--- src/rtl/f_fetch_ctrl.sv ---
// rtl/f_fetch_ctrl.sv - MIPS fetch-stage controller: F_PC, imem handshake, F/D register
module f_fetch_ctrl #(
  parameter logic [31:0] RESET_PC = 32'h0000_3000,
  parameter logic [31:0] NOP      = 32'h0000_0000
) (
  input  logic        clk,
  input  logic        rst_n,
  input  logic [31:0] npc,
  input  logic        stall,
  output logic        imem_req,
  output logic [31:0] imem_addr,
  input  logic        imem_ack,
  input  logic [31:0] imem_rdata,
  output logic [31:0] F_PC,
  output logic [31:0] D_PC,
  output logic [31:0] D_instr,
  output logic        D_valid
);

  typedef enum logic [1:0] {
    IDLE = 2'd0,
    REQ  = 2'd1,
    HOLD = 2'd2
  } state_t;

  state_t      state;
  state_t      state_next;
  logic [31:0] hold_instr;
  logic        avail;
  logic [31:0] avail_data;
  logic        advance;
  logic        bubble;
  logic        capture;

  // The request address is the fetch PC itself; no path from imem_ack.
  assign imem_addr = F_PC;

  // State register.
  always_ff @(posedge clk or negedge rst_n) begin
    if (!rst_n) begin
      state <= IDLE;
    end else begin
      state <= state_next;
    end
  end

  // Next state, request output and the advance/bubble/capture decisions.
  always_comb begin
    state_next = state;
    imem_req   = 1'b0;
    avail      = 1'b0;
    avail_data = hold_instr;
    bubble     = 1'b0;
    capture    = 1'b0;
    case (state)
      IDLE: begin
        state_next = REQ;
      end
      REQ: begin
        imem_req = 1'b1;
        if (imem_ack) begin
          avail      = 1'b1;
          avail_data = imem_rdata;
          if (stall) begin
            capture    = 1'b1;
            state_next = HOLD;
          end
        end else if (!stall) begin
          bubble = 1'b1;
        end
      end
      HOLD: begin
        avail = 1'b1;
        if (!stall) begin
          state_next = REQ;
        end
      end
      default: begin
        state_next = IDLE;
      end
    endcase
    advance = avail && !stall;
  end

  // Fetch PC and F/D pipeline register: load on advance, bubble on a missed ack.
  always_ff @(posedge clk or negedge rst_n) begin
    if (!rst_n) begin
      F_PC    <= RESET_PC;
      D_PC    <= 32'h0000_0000;
      D_instr <= NOP;
      D_valid <= 1'b0;
    end else if (advance) begin
      F_PC    <= npc;
      D_PC    <= F_PC;
      D_instr <= avail_data;
      D_valid <= 1'b1;
    end else if (bubble) begin
      D_PC    <= F_PC;
      D_instr <= NOP;
      D_valid <= 1'b0;
    end
  end

  // Buffer for a word acknowledged while the pipeline is stalled.
  always_ff @(posedge clk or negedge rst_n) begin
    if (!rst_n) begin
      hold_instr <= 32'h0000_0000;
    end else if (capture) begin
      hold_instr <= imem_rdata;
    end
  end

endmodule

--- config.mk ---
export PLATFORM = sky130hd
export DESIGN_NAME = f_fetch_ctrl
export DESIGN_NICKNAME = d
export VERILOG_FILES = /design/src/rtl/f_fetch_ctrl.sv
export SDC_FILE = /design/constraint.sdc
export NUM_CORES = 1
export LEC_CHECK = 0
export CAP_MARGIN = 20
export CELL_PAD_IN_SITES_DETAIL_PLACEMENT = 0
export CELL_PAD_IN_SITES_GLOBAL_PLACEMENT = 1
export CORE_UTILIZATION = 40
export CTS_BUF_LIST = sky130_fd_sc_hd__clkbuf_8
export CTS_CLUSTER_SIZE = 25
export DETAILED_ROUTE_END_ITERATION = 10
export HOLD_SLACK_MARGIN = 0.06
export MAX_ROUTING_LAYER = met4
export PLACE_DENSITY_LB_ADDON = 0.1
export SYNTH_ARGS = -nofsm -noshare
export SYNTH_HDL_FRONTEND = slang
export SYNTH_SLANG_ARGS = --single-unit
--- constraint.sdc ---
create_clock -name clk -period 3.8 [get_ports clk]
set_clock_uncertainty 0.15 [all_clocks]
set_input_delay 0.76 -clock clk [delete_from_list [all_inputs] [get_ports clk]]
set_output_delay 0.76 -clock clk [all_outputs]
set_load 0.02 [all_outputs]
==> impl_metrics.ini, run 1 <==
[clocking]
cts_setup_buffers = 0
clkTransAtPathRegs_ns = 0.07
clock_sinks = 131
cts_tree = built
postCtsHoldBufs = 0
cts.repair.resized = 0
cts.root.buffer_cell = clkbuf_8
cts_htree_levels = 4
cts_buffer_depth = 2
cts_made_buffers = 17
clk_latency_ns = 0.44

[place]
place_area_um2 = 7590
dp.cells = 729
place_congestion = 0.706
dp_hpwl_mm = 8.34
io_buffers = 197

[timing]
worst_slew_pin_slew_ns = 0.865
hold-worst-slack_ns = 0.258
finalCritPeriodShare_pct = 74.1
slew_headroom_pct = 42.3
hold_viol_final = 0
fmax_mhz = 355
period_needed_ns = 2.81
slew_viol_final = 0
final.setup.tns_ns = 0
rsz0062_at_grt = no
setup_viol = 0

[setup_path]
critPathLaunchType = flip-flop
endpoint_kind = output pin
crit_path_start = state[1]
r2r_setup_slack_ns = 1.53
r2r-end = F_PC[15]
cp_data_arrival_time_ns = 1.90
r2r-start = state[1]
crit_fanout = 5
r2r_cells = 6
path_class = reg2out
cp.required_ns = 2.89
worstSetupEndpoint = imem_req

[drt]
drt_iter0_drc = 115
num_vias = 3656
ant_nets = 0
vias_per_cell = 4.81
first_pass_iters = 4
drc_errors = 0
routed_wl_mm = 12.4
post_drt_wl_per_cell_um = 16.3

[floorplan]
start_util_pct = 40.9
fp.dieArea_um2 = 14700
die_h_um = 121
rows = 43
ios = 198
die_w_um = 121
coreArea_um2 = 13900

[global_routing]
grt_pass1_wl_mm = 19.7
grtUsageTotal_pct = 18.6
grt_pass1_vias = 3763
antenna_found_initial = 0
grt_max_degree = 68
gr-total-overflow = 0

[synth]
synth_area_leaders = dfrtp_1, mux2_2, mux2i_1, buf_4, mux2_1
synthFlopType = dfrtp_1
synth_most_common_cell = dfrtp_1
synth_top_area_share_pct = 56.9
syn_nets = 470
synth_area_um2 = 5670
yosysSeqAreaShare_pct = 57.9
synth-edff-count = 0
async_flop_share_pct = 100
yosysWarnings = 0
synth_cell_types = 21
syn_inst = 397
ys_seq_elements = 131
yosysTopAreaCell = dfrtp_1
synth.avg_cell_area_um2 = 14.3
yosys-top-cells-count = dfrtp_1, mux2_2, mux2i_1

[final_layout]
postLayoutCellArea_um2 = 7930
multiInputGateArea_um2 = 2040
nNetsFinal = 641
diodes = 0
seqCellArea_um2 = 3280
finalNonFillerCells = 760
layout-drive-gt1-share_pct = 20.0
fillers = 1138
area_growth_pct = 39.8

[power_and_ir_drop]
peakVddDrop_mv = 0.393
power_density_nw_per_um2 = 897
power_uw = 7110
power.leakage_uw = 0.00351

[flow_run]
cap_violations = 0

[hold_path]
hold_path.class = in2async

[outcome]
status = completed
-- power by group --
group,internal [uW],switching [uW]
sequential,2070,419
clock,527,497
combinational,1910,1690
-- metrics by stage --
step                      setup slack, ns  util (%)
after detailed placement            0.886      54.7
final                               0.986      57.1
after CTS                           0.932      57.1
after global placement              0.915      54.7
after floorplan                      1.83         -
after global routing                0.881      57.1
-- kinds of logic after synthesis --
group           Yosys count  share of synthesized area [%]
mux                     162                           30.7
flops                   131                           57.9
buf+inv                  54                           6.60
simple gates             40                           2.98
compound gates            5                          0.728
fa+ha+maj                 5                           1.10
-- worst min-delay path by stage --
stage                 start       end  slack, ns  cells after the start
floorplan             rst_n   D_PC[0]       0.31                      0
global placement    D_PC[5]   D_PC[5]       0.32                      1
detailed placement  D_valid   D_valid       0.32                      1
CTS                   rst_n  D_PC[25]       0.28                      1
global route          rst_n  D_PC[25]       0.31                      1
finish                rst_n  D_PC[25]       0.26                      1
-- cell type report --
type                            instances  share of cell area (%)
Multi-Input combinational cell        212                    25.7
Clock inverter                         12                   0.994
Inverter                                2                  0.0947
Clock buffer                           19                    3.30
Tap cell                              180                    2.84
Sequential cell                       131                    41.4
Timing Repair Buffer                  204                    25.7
-- state kept, by name (all words and copies together) (netlist names) --
name        count
D_PC           32
D_instr        32
D_valid         1
F_PC           32
hold_instr     32
state           2
-- routing by layer --
layer	vias to the layer above	track usage, %	routed length [um]
li1	1687	-	-
met1	1822	21.1	5150
met2	131	30.7	6330
met3	16	5.73	754
met4	0	7.25	186
met5	-	-	0
-- placed cells by master (no fill, tap or decap), drive strengths merged --
cell	instances
nand2b	1
nand3	2
mux2i	65
a21oi	1
clkinv	3
ha	5
dfrtp	129
or3b	1
nand2	35
dfstp	2
clkdlybuf4s50	196
inv	9
a21o	1
mux2	97
o21bai	1
buf	8
clkbuf	19
a31oi	1
bufinv	1
clkinvlp	1
nor3b	1
a22o	1
-- worst max-delay path, cell delays in order (launching register included) --
cell and delay, ns:
dfrtp_1 0.40, inv_1 0.11, ha_1 0.28, clkdlybuf4s50_1 0.68
(Power assumes the default switching activity.)
==> run 2: changes to the inputs <==
CORE_UTILIZATION = 37   (was 40)
clock period = 2.8 ns   (was 3.8 ns; I/O delays follow)
==> run 2 against run 1 <==
  * Critical path depth stayed put
  * Sequential cell count stayed put
  * Utilization is 2.5 points lower
  * Non-clock buffer count rose by 4
  * Power rose by 38%
  * Cell count rose by 1.1%
  * Cell area grew 1.6%
  * Global-route usage fell by 1.5 points
  * Routed wire length fell by 1.7%
  * Clock power rose by 52%
  * Die area up 8.0%
  * Critical endpoint unchanged
==> impl_metrics.ini, run 2 (synthesized netlist as in run 1, its figures left out) <==
[setup_path]
path_class = reg2out
cp_data_arrival_time_ns = 1.89
path_cells = inv_1, ha_1, clkdlybuf4s50_1
cp.depth = 3
cp.required_ns = 2.09
r2r-end = F_PC[21]
crit_fanout = 5
r2r-start = state[1]
cp_top_family = buffers and inverters
r2r_cells = 6
cpPeakStageDelay_ns = 0.67
slowest_stage = clkdlybuf4s50_1
critPathLaunchType = flip-flop
endpoint_kind = output pin
crit_buf_inv = 2
r2r_setup_slack_ns = 0.66

[floorplan]
coreArea_um2 = 14800
ios = 198
rows = 44
die_w_um = 126
die_h_um = 126
start_util_pct = 38.4
fp.dieArea_um2 = 15800

[place]
dp.cells = 736
place_area_um2 = 7650
dp_hpwl_mm = 8.38
io_buffers = 197
place_congestion = 0.734

[drt]
drc_errors = 0
ant_nets = 0
num_vias = 3656
post_drt_wl_per_cell_um = 15.9
routed_wl_mm = 12.2
first_pass_iters = 4
drt_iter0_drc = 126
vias_per_cell = 4.76

[hold_path]
min-delay-start = D_valid
min_to = D_valid
hold_path_depth = 1
hold_path.class = reg2reg

[timing]
slew_headroom_pct = 71.7
hold_viol_final = 0
setup_viol = 0
final.setup.tns_ns = 0
worst_slew_pin_slew_ns = 0.425
rsz0062_at_grt = no
period_needed_ns = 2.60
slew_viol_final = 0
finalCritPeriodShare_pct = 93.0
fmax_mhz = 384

[final_layout]
layout_common_cells = clkdlybuf4s50_1, dfrtp_1, mux2_2
nNetsFinal = 645
layout_commonest_cell = clkdlybuf4s50_1
finalNonFillerCells = 768
layout-drive-gt1-share_pct = 20.7
fin_util_pct = 54.6
fillers = 1298
postLayoutCellArea_um2 = 8060
diodes = 0
area_growth_pct = 42.1

[flow_run]
cap_violations = 0

[clocking]
cts_htree_levels = 4
clk_latency_ns = 0.43
cts_tree = built
clock_sinks = 131
postCtsHoldBufs = 1
cts_buffer_depth = 2
clkTransAtPathRegs_ns = 0.07
cts_setup_buffers = 0
cts.repair.resized = 0
cts.root.buffer_cell = clkbuf_8
cts_made_buffers = 17

[power_and_ir_drop]
peakVddDrop_mv = 0.709
power_density_nw_per_um2 = 1220
power.leakage_uw = 0.00357

[global_routing]
grtUsageTotal_pct = 17.1
gr-total-overflow = 0
antenna_found_initial = 0
grt_max_degree = 49
grt_pass1_vias = 3867
grt_pass1_wl_mm = 20.1

[outcome]
status = completed
==> run 2: per-layer routing <==
layer  vias to the layer above  GRT usage, %  share of wire, %  wire length [um]
met5                         -             -                 0                 0
met4                         0          5.53              0.97               118
met1                      1844          20.3                44              5330
li1                       1697             -                 -                 -
met3                         9          4.72               4.4               538
met2                       106          28.1                51              6220
==> run 2: final cells by class <==
| class | count | area, um^2 | area share, % |
|---|---|---|---|
| clock inverter | 9 | 88.8 | 1.10 |
| tap | 184 | 230 | 2.86 |
| inverter | 2 | 7.51 | 0.0932 |
| multi-input combinational | 212 | 2040 | 25.3 |
| timing repair buffer | 208 | 2110 | 26.2 |
| clock buffer | 22 | 303 | 3.76 |
| sequential | 131 | 3280 | 40.7 |
==> run 2: metrics by stage <==
step | worst slack [ns] | total power, uW | hold slack [ns]
6_report | 0.196 | 9850 | 0.337
3_5_place_dp | 0.175 | 8410 | 0.321
2_1_floorplan | 0.825 | 6380 | 0.114
4_1_cts | 0.121 | 10000 | 0.341
5_1_grt | 0.0439 | 10400 | 0.359
3_3_place_gp | 0.243 | 8290 | 0.321
==> run 2: how the worst max path moves through the flow <==
stage / start / end / slack [ns]
2_1_floorplan: state[1] / D_PC[10] / 0.83
3_5_place_dp: imem_ack / F_PC[21] / 0.18
5_1_grt: state[1] / imem_req / 0.04
3_3_place_gp: imem_ack / F_PC[18] / 0.24
6_report: state[1] / imem_req / 0.20
4_1_cts: state[1] / imem_req / 0.12
==> run 2: worst reg2reg max path, cell delays in order (launching register included) <==
cell     delay (ns)
dfrtp_1        0.41
inv_1          0.11
ha_1           0.24
a21oi_1        0.12
nor3b_4        0.25
buf_12         0.34
mux2_2         0.41
==> run 2: power by group <==
part	leakage [uW]	internal, uW	switching (uW)
combinational	0.00174	2630	2290
sequential	0.00160	2810	560
clock	0.000221	887	668
==> run 3: changes to the inputs <==
CORE_MARGIN = 2   (was unset)
==> run 3 against run 2 <==
  * Routed wire length is 4.2% higher
  * Highest routed layer unchanged
  * Worst hold slack improved by 0.0020 ns
  * Critical endpoint unchanged
  * Non-clock buffer count rose by 6
  * Maximum frequency barely moved
  * Sequential cell count is the same
  * Worst setup slack better by 0.0016 ns
  * Largest power group unchanged
  * Cell area rose by 0.34%
  * Cell count is 1.2% higher
==> impl_metrics.ini, run 3 (synthesized netlist as in run 1, its figures left out) <==
[clocking]
cts_buffer_depth = 2
cts.root.buffer_cell = clkbuf_8
cts_tree = built
cts_made_buffers = 17
clock_sinks = 131
clk_latency_ns = 0.42
cts.repair.resized = 0
cts_htree_levels = 4
clkTransAtPathRegs_ns = 0.07

[setup_path]
cp.required_ns = 2.09
r2r-start = state[1]
critPathLaunchType = flip-flop
crit_fanout = 5
r2r_setup_slack_ns = 0.72
endpoint_kind = output pin
path_class = reg2out
cp_data_arrival_time_ns = 1.89
r2r-end = D_instr[26]
r2r_cells = 7

[drt]
routed_wl_mm = 12.7
ant_nets = 0
vias_per_cell = 4.73
drt_iter0_drc = 96
post_drt_wl_per_cell_um = 16.4
first_pass_iters = 4
drc_errors = 0
num_vias = 3673

[place]
dp_hpwl_mm = 9.16
io_buffers = 197
place_congestion = 0.727

[floorplan]
die_w_um = 128
ios = 198
coreArea_um2 = 15100
rows = 45
start_util_pct = 37.6
fp.dieArea_um2 = 16300
die_h_um = 128

[final_layout]
layout_commonest_cell = clkdlybuf4s50_1
seqCellArea_um2 = 3280
diodes = 0
area_growth_pct = 42.6
multiInputGateArea_um2 = 2040
layout_common_cells = clkdlybuf4s50_1, dfrtp_1, mux2_2
fillers = 1288
fin_util_pct = 53.6
layout-drive-gt1-share_pct = 21.4
nNetsFinal = 651

[global_routing]
top_usage_layer = met2
antenna_found_initial = 0
grt_max_degree = 51
grtUsageMet1_pct = 19.9
use_met3_pct = 5.13
grtUsageTotal_pct = 16.7
gr-total-overflow = 0
grt_pass1_vias = 3961
grt_pass1_wl_mm = 20.3
grt.met2_usage_pct = 27.3

[power_and_ir_drop]
p_int_uw = 6270
pwr-share-clk_pct = 14.9
power.leakage_uw = 0.00358
p_sw_share_pct = 36.1
p_switching_uw = 3540
peakVddDrop_mv = 0.464
power_frac_comb_pct = 50.7
p_seq_share_pct = 34.4
power_density_nw_per_um2 = 1210

[timing]
finalCritPeriodShare_pct = 92.9
fmax_mhz = 384
slew_viol_final = 0
period_needed_ns = 2.60
slew_headroom_pct = 54.4
final.setup.tns_ns = 0
worst_slew_pin_slew_ns = 0.684
hold_viol_final = 0
setup_viol = 0
rsz0062_at_grt = no

[hold_path]
hold_path.class = reg2reg
min_to = D_valid
hold_path_depth = 1
min-delay-start = D_valid

[flow_run]
cap_violations = 0

[outcome]
status = completed
run 3: cell types whose count changed in the layout (fill, tap and decap cells not counted), sizes merged:
cell    change
buf         +6
clkbuf      -3
clkinv      +2
run 3: area by class of cell:
class	instances	share of cell area [%]
Sequential cell	131	40.6
Clock buffer	19	3.23
Timing Repair Buffer	214	26.7
Tap cell	188	2.91
Inverter	2	0.0929
Multi-Input combinational cell	212	25.2
Clock inverter	11	1.22
run 3: power by group through the flow:
stage	Clock, uW	Combinational [uW]	Sequential [uW]
after floorplan	0	2290	4090
after global placement	0	4970	3380
after detailed placement	0	5050	3420
after CTS	1530	5060	3390
after global routing	1610	5300	3510
final	1460	4980	3370
run 3: stage by stage:
step | std cells | setup slack [ns] | area (um^2) | power (uW) | hold WS (ns)
6_report | 777 | 0.198 | 8080 | 9810 | 0.339
5_1_grt | 777 | 0.0518 | 8080 | 10400 | 0.368
4_1_cts | 777 | 0.152 | 8080 | 9980 | 0.341
3_5_place_dp | 746 | 0.255 | 7710 | 8470 | 0.314
3_3_place_gp | 746 | 0.332 | 7710 | 8340 | 0.320
2_1_floorplan | 397 | 0.825 | 5670 | 6380 | 0.114
run 3: critical path: stages, from the launching register on:
cell and delay, ns:
dfrtp_1 0.41, inv_1 0.11, ha_1 0.28, clkdlybuf4s50_1 0.67
run 3: worst max-delay path by stage:
| stage | startpoint | endpoint |
|---|---|---|
| final | state[1] | imem_req |
| after global routing | state[1] | imem_req |
| after CTS | state[1] | imem_req |
| after detailed placement | imem_ack | D_instr[24] |
| after global placement | imem_ack | D_instr[31] |
| after floorplan | state[1] | D_PC[10] |
run 3: metal layers:
| metal | vias to the layer above | wire (um) |
|---|---|---|
| met3 | 12 | 739 |
| met4 | 0 | 121 |
| li1 | 1708 | - |
| met1 | 1832 | 5550 |
| met2 | 121 | 6310 |
| met5 | - | 0 |
run 3: timing repair:
| item | CTS | global route |
|---|---|---|
| hold endpoints to repair | 43 | 0 |
| setup buffers | 0 | 0 |
| hold buffers | 1 | 0 |
